## src/rtl/fb_access_arbiter.sv

```systemverilog
// Frame-buffer access arbiter: the video fetch path always wins the RAM slot;
// two pixel writers share the cycles it leaves free, round-robin.
module fb_access_arbiter #(
  parameter int WIDTH  = 160,
  parameter int HEIGHT = 120,
  parameter int ADDR_W = 15,
  parameter int DATA_W = 24
) (
  input  logic              clk,
  input  logic              reset,
  input  logic              vid_req,
  input  logic [9:0]        vid_x,
  input  logic [8:0]        vid_y,
  output logic [7:0]        vid_r,
  output logic [7:0]        vid_g,
  output logic [7:0]        vid_b,
  output logic              vid_valid,
  input  logic [1:0]        wr_req,
  input  logic [19:0]       wr_x,
  input  logic [17:0]       wr_y,
  input  logic [47:0]       wr_data,
  output logic [1:0]        wr_gnt,
  output logic [ADDR_W-1:0] mem_addr,
  output logic              mem_we,
  output logic [DATA_W-1:0] mem_wdata,
  input  logic [DATA_W-1:0] mem_rdata,
  output logic [15:0]       drop_cnt
);

  localparam logic [31:0] LP_W = WIDTH;
  localparam logic [31:0] LP_H = HEIGHT;

  // Writer handshake: a writer raises wr_req[i] with x/y/data and holds them
  // until wr_gnt[i] is high in the same cycle; that cycle commits the write.
  logic              r_ptr;
  logic              r_v1, r_oor1, r_v2, r_oor2;
  logic [23:0]       r_hold;
  logic [ADDR_W-1:0] r_addr;
  logic              r_we;
  logic [DATA_W-1:0] r_wdata;
  logic [15:0]       r_drop;

  logic              w_any, w_win, w_inr;
  logic [9:0]        w_x, w_sel_x;
  logic [8:0]        w_y, w_sel_y;
  logic [23:0]       w_sel_d, w_pix;
  logic [ADDR_W-1:0] w_addr;
  logic [1:0]        w_gnt;

  assign w_any   = |wr_req;
  // Winner is the first requester found scanning from the pointer.
  assign w_win   = r_ptr ? wr_req[1] : ~wr_req[0];
  assign w_sel_x = w_win ? wr_x[19:10]    : wr_x[9:0];
  assign w_sel_y = w_win ? wr_y[17:9]     : wr_y[8:0];
  assign w_sel_d = w_win ? wr_data[47:24] : wr_data[23:0];

  assign w_x    = vid_req ? vid_x : w_sel_x;
  assign w_y    = vid_req ? vid_y : w_sel_y;
  assign w_inr  = (32'(w_x) < LP_W) && (32'(w_y) < LP_H);
  assign w_addr = ADDR_W'(32'(w_y) * LP_W + 32'(w_x));

  assign w_gnt  = (!vid_req && w_any) ? (w_win ? 2'b10 : 2'b01) : 2'b00;
  assign wr_gnt = reset ? w_gnt : 2'b00;

  // RAM data arrives in the cycle after the address; out-of-range slots read black.
  assign w_pix     = r_v2 ? (r_oor2 ? 24'h0 : mem_rdata[23:0]) : r_hold;
  assign vid_r     = w_pix[23:16];
  assign vid_g     = w_pix[15:8];
  assign vid_b     = w_pix[7:0];
  assign vid_valid = r_v2;

  assign mem_addr  = r_addr;
  assign mem_we    = r_we;
  assign mem_wdata = r_wdata;
  assign drop_cnt  = r_drop;

  always_ff @(posedge clk or negedge reset) begin
    if (!reset) begin
      r_ptr   <= 1'b0;
      r_v1    <= 1'b0;
      r_oor1  <= 1'b0;
      r_v2    <= 1'b0;
      r_oor2  <= 1'b0;
      r_hold  <= '0;
      r_addr  <= '0;
      r_we    <= 1'b0;
      r_wdata <= '0;
      r_drop  <= '0;
    end else begin
      r_we   <= 1'b0;
      r_v1   <= vid_req;
      r_oor1 <= vid_req && !w_inr;
      r_v2   <= r_v1;
      r_oor2 <= r_oor1;
      if (r_v2) r_hold <= w_pix;
      if (vid_req) begin
        if (w_inr) r_addr <= w_addr;
      end else if (w_any) begin
        r_ptr <= ~w_win;
        if (w_inr) begin
          r_we    <= 1'b1;
          r_addr  <= w_addr;
          r_wdata <= DATA_W'(w_sel_d);
        end else if (r_drop != 16'hFFFF) begin
          r_drop <= r_drop + 16'd1;
        end
      end
    end
  end

endmodule

```

## config.mk

```make
export PLATFORM = sky130hd
export DESIGN_NAME = fb_access_arbiter
export DESIGN_NICKNAME = d
export VERILOG_FILES = /design/src/rtl/fb_access_arbiter.sv
export SDC_FILE = /design/constraint.sdc
export NUM_CORES = 1
export LEC_CHECK = 0
export CORE_MARGIN = 3
export CORE_UTILIZATION = 43
export CTS_CLUSTER_SIZE = 20
export DETAILED_ROUTE_END_ITERATION = 12
export PLACE_DENSITY = 0.83
export SYNTH_ARGS = -nofsm -noshare
export SYNTH_HDL_FRONTEND = slang
export SYNTH_SLANG_ARGS = --single-unit
```

## constraint.sdc

```tcl
create_clock -name clk -period 4.2 [get_ports clk]
set_input_delay 0.63 -clock clk [delete_from_list [all_inputs] [get_ports clk]]
set_output_delay 0.63 -clock clk [all_outputs]
set_load 0.01 [all_outputs]
```

==> results by group, run 1 <==
Power
  • Max VDD drop: between 0.2 and 0.3 mV
  • Leak: approximately 3.2 nW
  • Logic pwr share: 44.2%
  • Pwr dens: approximately 470 mW/mm2
  • Sw Share: between 30 and 40%
  • Share of power burned in registers: between 30% and 40%
  • Internal power: between 0.002 and 0.0025 W
  • Switching power: ~0.0012 W
  • Clock Power Share: a little over a fifth

Clock tree
  • CTS resizes: 0
  • # Post-CTS Setup Buffers: 0
  • Root buffer cell: clkbuf_16
  • CTS tree: built
  • H-Tree Depth: 3
  • Clk slew on worst S/H paths: ~0.070 ns
  • TritonCTS Buffers: 9
  • Num Clock Sinks: 85
  • Post-CTS Hold Buffers: 0
  • Max Root-Sink Buffers: 2
  • Clk_lat worst skew: roughly 0.34 ns

Placed design
  • # port buffers: 216
  • Global placer's final weighted congestion: 0.929
  • Area post-placement: about 0.0072 mm2
  • Final HPWL DP: between 10 and 15 mm
  • Placed insts: 900

Outcome
  • Status: finished, final reports clean

Die
  • Die area: around 0.013 mm2
  • Initial core utilization: between 40% and 50%
  • Core box area: 0.0109 mm2
  • I/O pin count: approximately 220
  • Cell Rows: 38
  • Chip height: 112 um
  • Die X: ~110 um

Setup path
  • WP data arrival: ~4.2 ns
  • Delay of the slowest critical-path stage: approximately 0.46 ns
  • CP max stage cell: clkdlybuf4s50_1
  • CP Launch Type: input port
  • Critical Path, Cell by Cell: clkdlybuf4s50_1 > and2b_4 > nor2_4 > mux2i_1 > o21ai_0 > ha_1 > ha_1 > fa_1 > ha_1 > a21oi_1 > nor3b_1 > nand3_1 > xnor2_1 > mux2_2
  • CP top delay family: adder cells
  • WP data required: between 4 and 5 ns
  • Crit Path Class: input port to register
  • Buf/Inv on CP: 1
  • Most frequent CP cell: ha_1
  • Crit. End Element: register
  • Crit path max fanout: 7

Finish
  • Post-layout util: 68.5%
  • Fin nets: 922
  • Final Instance Area: 0.00749 mm2
  • Filler cells: 861
  • Non-filler cells, final: about 920
  • Layout cell share with drive strength beyond 1: around 6.4%
  • Area Overhead vs Synth: 54.4%
  • # diodes: 0

Drt
  • Antenna-violating nets left: 0
  • Drt total wl: 15.1 mm
  • Via count: around 4900
  • Post-DR vias/cell: approximately 5.3
  • Met3 wire len: about 1.3 mm
  • Wire length on met1: 6.14 mm
  • DR top layer: met4
  • Iter 0 DRT Violations: between 400 and 500
  • WL/cell: 16.5 um
  • Met2 Wirelength: between 7 and 8 mm
  • Drc violations: 0
  • Drt pass-1 iters: 6

Synth
  • Ys async rst share: between 90% and 100%
  • Netlist cell types: 52
  • Top_reg_cell synth: dfrtp_1
  • Post-synth EDFFs: 0
  • Cells after Synth: 553
  • Yosys Warn Count: 0
  • Flops & latches, synth: 85
  • Sequential fraction of the synthesis area: about 44%
  • Syn nets: a little over 700
  • Post-synthesis area per instance: 8.77 um2
  • Post-Syn Area: between 0.004 and 0.005 mm2

STA
  • Final slew viol count: 0
  • Clock Skew: 0.00588 ns
  • Relative slew margins: a little over two fifths
  • Fin crit share: 94.0%
  • Fmax achieved: 0.253 GHz
  • Slew @ Worst Pin: roughly 0.84 ns
  • RSZ-0062 raised after global routing: no
  • Fin. Hold Viols: 0
  • Fin crit period: about 3.9 ns
  • Setup_tns: 0 ns
  • Final setup viols: 0

GRT
  • Total Routing Usage GR: approximately a quarter
  • First-pass GRT wire length: about 24 mm
  • GR Overflow Total: 0
  • Largest net degree at the start of global routing: 59
  • Number of global-route vias before repair: between 4000 and 5000
  • Initial antenna violation count: 0

Run
  • Maxcap violations: 0

Min path
  • Min-delay worst type: input port to async pin
==> placed cells by master (no fill, tap or decap), drive strengths merged, types with 3 or more instances in the layout <==
cell / count
clkdlybuf4s50: 215
xor2: 18
xnor2: 15
inv: 34
nand3: 12
nor2b: 5
mux2i: 14
a21o: 5
o21ai: 73
dfrtp: 85
nor3: 9
clkinv: 4
a21oi: 18
ha: 15
nand2b: 3
nand4: 3
mux2: 11
clkbuf: 9
o311ai: 4
a31oi: 26
nor2: 48
nand2: 101
a211oi: 5
buf: 19
and3: 3
==> flip-flops by register name, indices dropped and copies added (netlist names) <==
signal / count
mem_addr: 15
r_ptr: 1
drop_cnt: 16
r_oor2: 1
mem_we: 1
r_v1: 1
vid_valid: 1
r_oor1: 1
r_hold: 24
mem_wdata: 24
==> worst register-to-register path, stage by stage, from the launching register on <==
cell and delay (ns):
dfrtp_1 0.39, and2b_4 0.24, nor2_4 0.21, mux2i_1 0.11
o21ai_0 0.27, ha_1 0.30, ha_1 0.24, fa_1 0.46
ha_1 0.34, a21oi_1 0.09, nor3b_1 0.30, nand3_1 0.14
xnor2_1 0.14, mux2_2 0.26
==> per-layer routing <==
metal / GRT usage, % / up-vias
li1: - / 2342
met1: 30.3 / 2237
met2: 38.7 / 259
met3: 5.66 / 47
met4: 10.9 / 0
met5: 0 / -
==> power by group through the flow <==
stage / registers [W] / logic [W] / clock network (W)
final: 0.00122 / 0.00155 / 0.000740
after global routing: 0.00125 / 0.00168 / 0.000799
after CTS: 0.00122 / 0.00157 / 0.000758
after detailed placement: 0.00124 / 0.00156 / 0
after global placement: 0.00122 / 0.00152 / 0
after floorplan: 0.00132 / 0.000627 / 0
==> final cells by class <==
class / count / area, um2 / share of cell area [%]
clock buffer: 9 / 225 / 3.01
clock inverter: 7 / 48.8 / 0.651
inverter: 32 / 120 / 1.60
multi-input combinational: 409 / 2490 / 33.2
sequential: 85 / 2130 / 28.4
tap: 140 / 175 / 2.34
timing repair buffer: 234 / 2310 / 30.8
==> kinds of logic after synthesis <==
group / share of synthesized area (%)
fa+ha+maj: 4.69
mux: 5.44
flops: 43.8
buf+inv: 5.03
compound gates: 17.3
simple gates: 17.7
xor+xnor: 5.96
==> through the flow <==
step	total power, W	hold slack [ns]	setup slack [ns]
final	0.00352	0.201	0.251
after global routing	0.00373	0.234	0.0393
after CTS	0.00355	0.205	0.282
after detailed placement	0.00279	0.337	-0.0593
after global placement	0.00274	0.333	0.0950
after floorplan	0.00195	0.331	0.0611
==> worst paths after layout <==
| check | to | slack [ns] | depth (start not counted) | startpoint |
|---|---|---|---|---|
| worst max-delay path | mem_addr[14]$_DFFE_PN0P_ | 0.25 | 14 | wr_req[0] |
| worst min-delay path | r_hold[20]$_DFFE_PN0P_ | 0.20 | 1 | reset |
| worst max register to register | mem_addr[14]$_DFFE_PN0P_ | 0.60 | 13 | r_ptr$_DFFE_PN0P_ |
| worst min register to register | vid_valid$_DFF_PN0_ | 0.35 | 0 | r_v1$_DFF_PN0_ |
| max in group asynchronous | r_ptr$_DFFE_PN0P_ | 2.93 | 2 | reset |
| min in group clk | vid_valid$_DFF_PN0_ | 0.35 | 0 | r_v1$_DFF_PN0_ |
==> synth_stat cells, types with 2 or more instances <==
cell,n,area [um2]
inv_1,31,116
nor3_1,7,35.0
a21o_1,5,37.5
o21ai_0,71,355
a211oi_2,2,25.0
nand4_1,3,18.8
and3_1,3,18.8
nor2_1,47,176
clkbuf_1,14,52.6
buf_4,4,30.0
buf_2,6,30.0
xor2_1,18,158
nor3_2,2,20.0
nand3_1,12,60.1
fa_1,2,40.0
o21ai_1,2,10.0
or4_1,2,15.0
buf_1,3,11.3
mux2_2,2,22.5
mux2i_1,14,140
o21bai_1,2,15.0
xnor2_1,15,131
dfrtp_1,85,2130
o311ai_1,3,26.3
nor2b_1,4,25.0
a211oi_1,3,22.5
mux2_1,9,101
nand2b_1,3,18.8
a31oi_1,26,163
nand2_1,101,379
a21oi_1,17,85.1
ha_1,15,188
Note: power is estimated with default switching activity, not from simulation.
==> inputs of run 2 (changes only) <==
CTS_CLUSTER_DIAMETER = 150   (was unset)
SLEW_MARGIN = 40   (was unset)
==> results by group, run 2 (synthesis gave the netlist of run 1 again) <==
Drt
  • Post-DR vias/cell: 5.32 (-0.29%)
  • Drt pass-1 iters: 6 (unchanged)
  • Drt total wl: 15.1 mm (-0.17%)
  • WL/cell: 16.5 um (-0.17%)
  • Drc violations: 0 (unchanged)
  • Antenna-violating nets left: 0 (unchanged)
  • Via count: 4871 (-0.29%)
  • Iter 0 DRT Violations: 481 (unchanged)

Clock tree
  • Max Root-Sink Buffers: 2 (unchanged)
  • # Post-CTS Setup Buffers: 0 (unchanged)
  • H-Tree Depth: 3 (unchanged)
  • Num Clock Sinks: 85 (unchanged)
  • CTS tree: built
  • Root buffer cell: clkbuf_16
  • CTS resizes: 0 (unchanged)
  • Clk_lat worst skew: 0.34 ns (about the same)
  • Post-CTS Hold Buffers: 0 (unchanged)
  • Clk slew on worst S/H paths: 0.07 ns (about the same)
  • TritonCTS Buffers: 9 (unchanged)

Setup path
  • Critical Path, Cell by Cell: clkdlybuf4s50_1 > and2b_4 > nor2_4 > mux2i_1 > o21ai_0 > ha_1 > ha_1 > fa_1 > ha_1 > a21oi_1 > nor3b_1 > nand3_1 > xnor2_1 > mux2_2
  • R2R Path Start: r_ptr$_DFFE_PN0P_
  • Crit. End Element: register
  • Crit Path Class: input port to register
  • CP Launch Type: input port
  • CP Depth: 14 (unchanged)
  • Delay of the slowest critical-path stage: 0.46 ns (about the same)
  • WP data arrival: 4.18 ns (about the same)
  • CP max stage cell: clkdlybuf4s50_1
  • Crit path max fanout: 7 (unchanged)
  • CP top delay family: adder cells
  • Worst R2R End: mem_addr[14]$_DFFE_PN0P_
  • Most frequent CP cell: ha_1
  • Timing startpoint of the critical path: wr_req[0]
  • Crit path capture: mem_addr[14]$_DFFE_PN0P_
  • WP data required: 4.42 ns (about the same)
  • R2R Setup Slk: 0.60 ns (about the same)
  • Buf/Inv on CP: 1 (unchanged)
  • Reg2Reg Depth: 13 (unchanged)

Outcome
  • Status: finished, final reports clean

GRT
  • Largest net degree at the start of global routing: 59 (unchanged)
  • GR Util met2: 38.7% (unchanged)
  • Total Routing Usage GR: 23.9% (unchanged)
  • Grt peak-use layer: met2
  • Met3 Track Usage GR: 5.66% (unchanged)
  • First-pass GRT wire length: 24.3 mm (unchanged)
  • GR Overflow Total: 0 (unchanged)
  • Number of global-route vias before repair: 4900 (unchanged)
  • GRT met1 Usage: 30.3% (unchanged)
  • Initial antenna violation count: 0 (unchanged)

STA
  • Relative slew margins: 48.7% (+5.5 points)
  • RSZ-0062 raised after global routing: no
  • Fin crit share: 94.1% (about the same)
  • Final slew viol count: 0 (unchanged)
  • Fmax achieved: 0.253 GHz (about the same)
  • Setup ws final: 0.248 ns (-0.00350 ns)
  • Fin crit period: 3.95 ns (+0.00350 ns)
  • Slew @ Worst Pin: 0.770 ns (-0.0734 ns)
  • Final setup viols: 0 (unchanged)
  • Fin. Hold Viols: 0 (unchanged)
  • Clock Skew: 0.00589 ns (+0.00000807 ns)

Die
  • Die area: 0.0126 mm2 (unchanged)
  • Die X: 112 um (unchanged)
  • Core box area: 0.0109 mm2 (unchanged)
  • Chip height: 112 um (unchanged)
  • Cell Rows: 38 (unchanged)
  • I/O pin count: 217 (unchanged)
  • Initial core utilization: 44.4% (unchanged)

Finish
  • # diodes: 0 (unchanged)
  • Commonest cells after routing, fill and taps aside: clkdlybuf4s50_1, nand2_1, dfrtp_1
  • Area Overhead vs Synth: 54.4% (unchanged)
  • Post-layout util: 68.5% (unchanged)
  • Filler cells: 861 (unchanged)
  • Layout cell share with drive strength beyond 1: 6.44% (unchanged)
  • Fin nets: 922 (unchanged)
  • Most common cell after layout, fill and taps aside: clkdlybuf4s50_1

Power
  • Pwr dens: 470 mW/mm2 (about the same)
  • Leak: 3.23 nW (about the same)
  • Max VDD drop: 0.298 mV (about the same)
  • Total power: 0.00352 W (about the same)

Placed design
  • Global placer's final weighted congestion: 0.929 (unchanged)
  • # port buffers: 216 (unchanged)
  • Final HPWL DP: 11.8 mm (unchanged)
  • Setup WS pre-CTS: -0.0593 ns (unchanged)

Min path
  • Min-delay worst type: input port to async pin

Run
  • Maxcap violations: 0 (unchanged)
==> run 2: stage by stage <==
| step | instance area [um2] | instances | hold slack [ns] | TNS [ns] |
|---|---|---|---|---|
| floorplan | 4850 | 553 | 0.331 | 0 |
| global placement | 7220 | 900 | 0.333 | 0 |
| detailed placement | 7220 | 900 | 0.337 | -0.0593 |
| CTS | 7490 | 916 | 0.205 | 0 |
| global route | 7490 | 916 | 0.234 | 0 |
| finish | 7490 | 916 | 0.201 | 0 |
==> run 2: cell type report <==
class                           count  area (um2)  area share (%)
Inverter                           32         120            1.60
Sequential cell                    85        2130            28.4
Timing Repair Buffer              234        2310            30.8
Multi-Input combinational cell    409        2490            33.2
Clock buffer                        9         225            3.01
Clock inverter                      7        48.8           0.651
Tap cell                          140         175            2.34
==> run 2: worst min path at each step <==
stage / startpoint / endpoint / slack (ns) / cells after the start
after global placement: r_v1$_DFF_PN0_ / vid_valid$_DFF_PN0_ / 0.33 / 0
final: reset / r_hold[20]$_DFFE_PN0P_ / 0.20 / 1
after floorplan: reset / drop_cnt[0]$_DFFE_PN0P_ / 0.33 / 0
after CTS: reset / r_hold[20]$_DFFE_PN0P_ / 0.20 / 1
after detailed placement: r_v1$_DFF_PN0_ / vid_valid$_DFF_PN0_ / 0.34 / 0
after global routing: reset / r_hold[20]$_DFFE_PN0P_ / 0.23 / 1
==> run 2: routing by layer <==
| layer | vias to the layer above | part of all wire, % | wire (um) |
|---|---|---|---|
| li1 | 2341 | - | - |
| met4 | 0 | 3.9 | 585 |
| met1 | 2232 | 41 | 6160 |
| met5 | - | 0 | 0 |
| met2 | 249 | 47 | 7120 |
| met3 | 49 | 8.1 | 1220 |
==> run 2: power by group <==
group	total, W	switching, W	internal [W]
clock network	0.000741	0.000338	0.000403
registers	0.00122	0.000162	0.00106
logic	0.00155	0.000698	0.000855
==> inputs of run 3 (changes only) <==
SLEW_MARGIN = 30   (was 40)
==> results of run 3 <==
No change in the layout: final DEF, timing and power equal those of run 1.
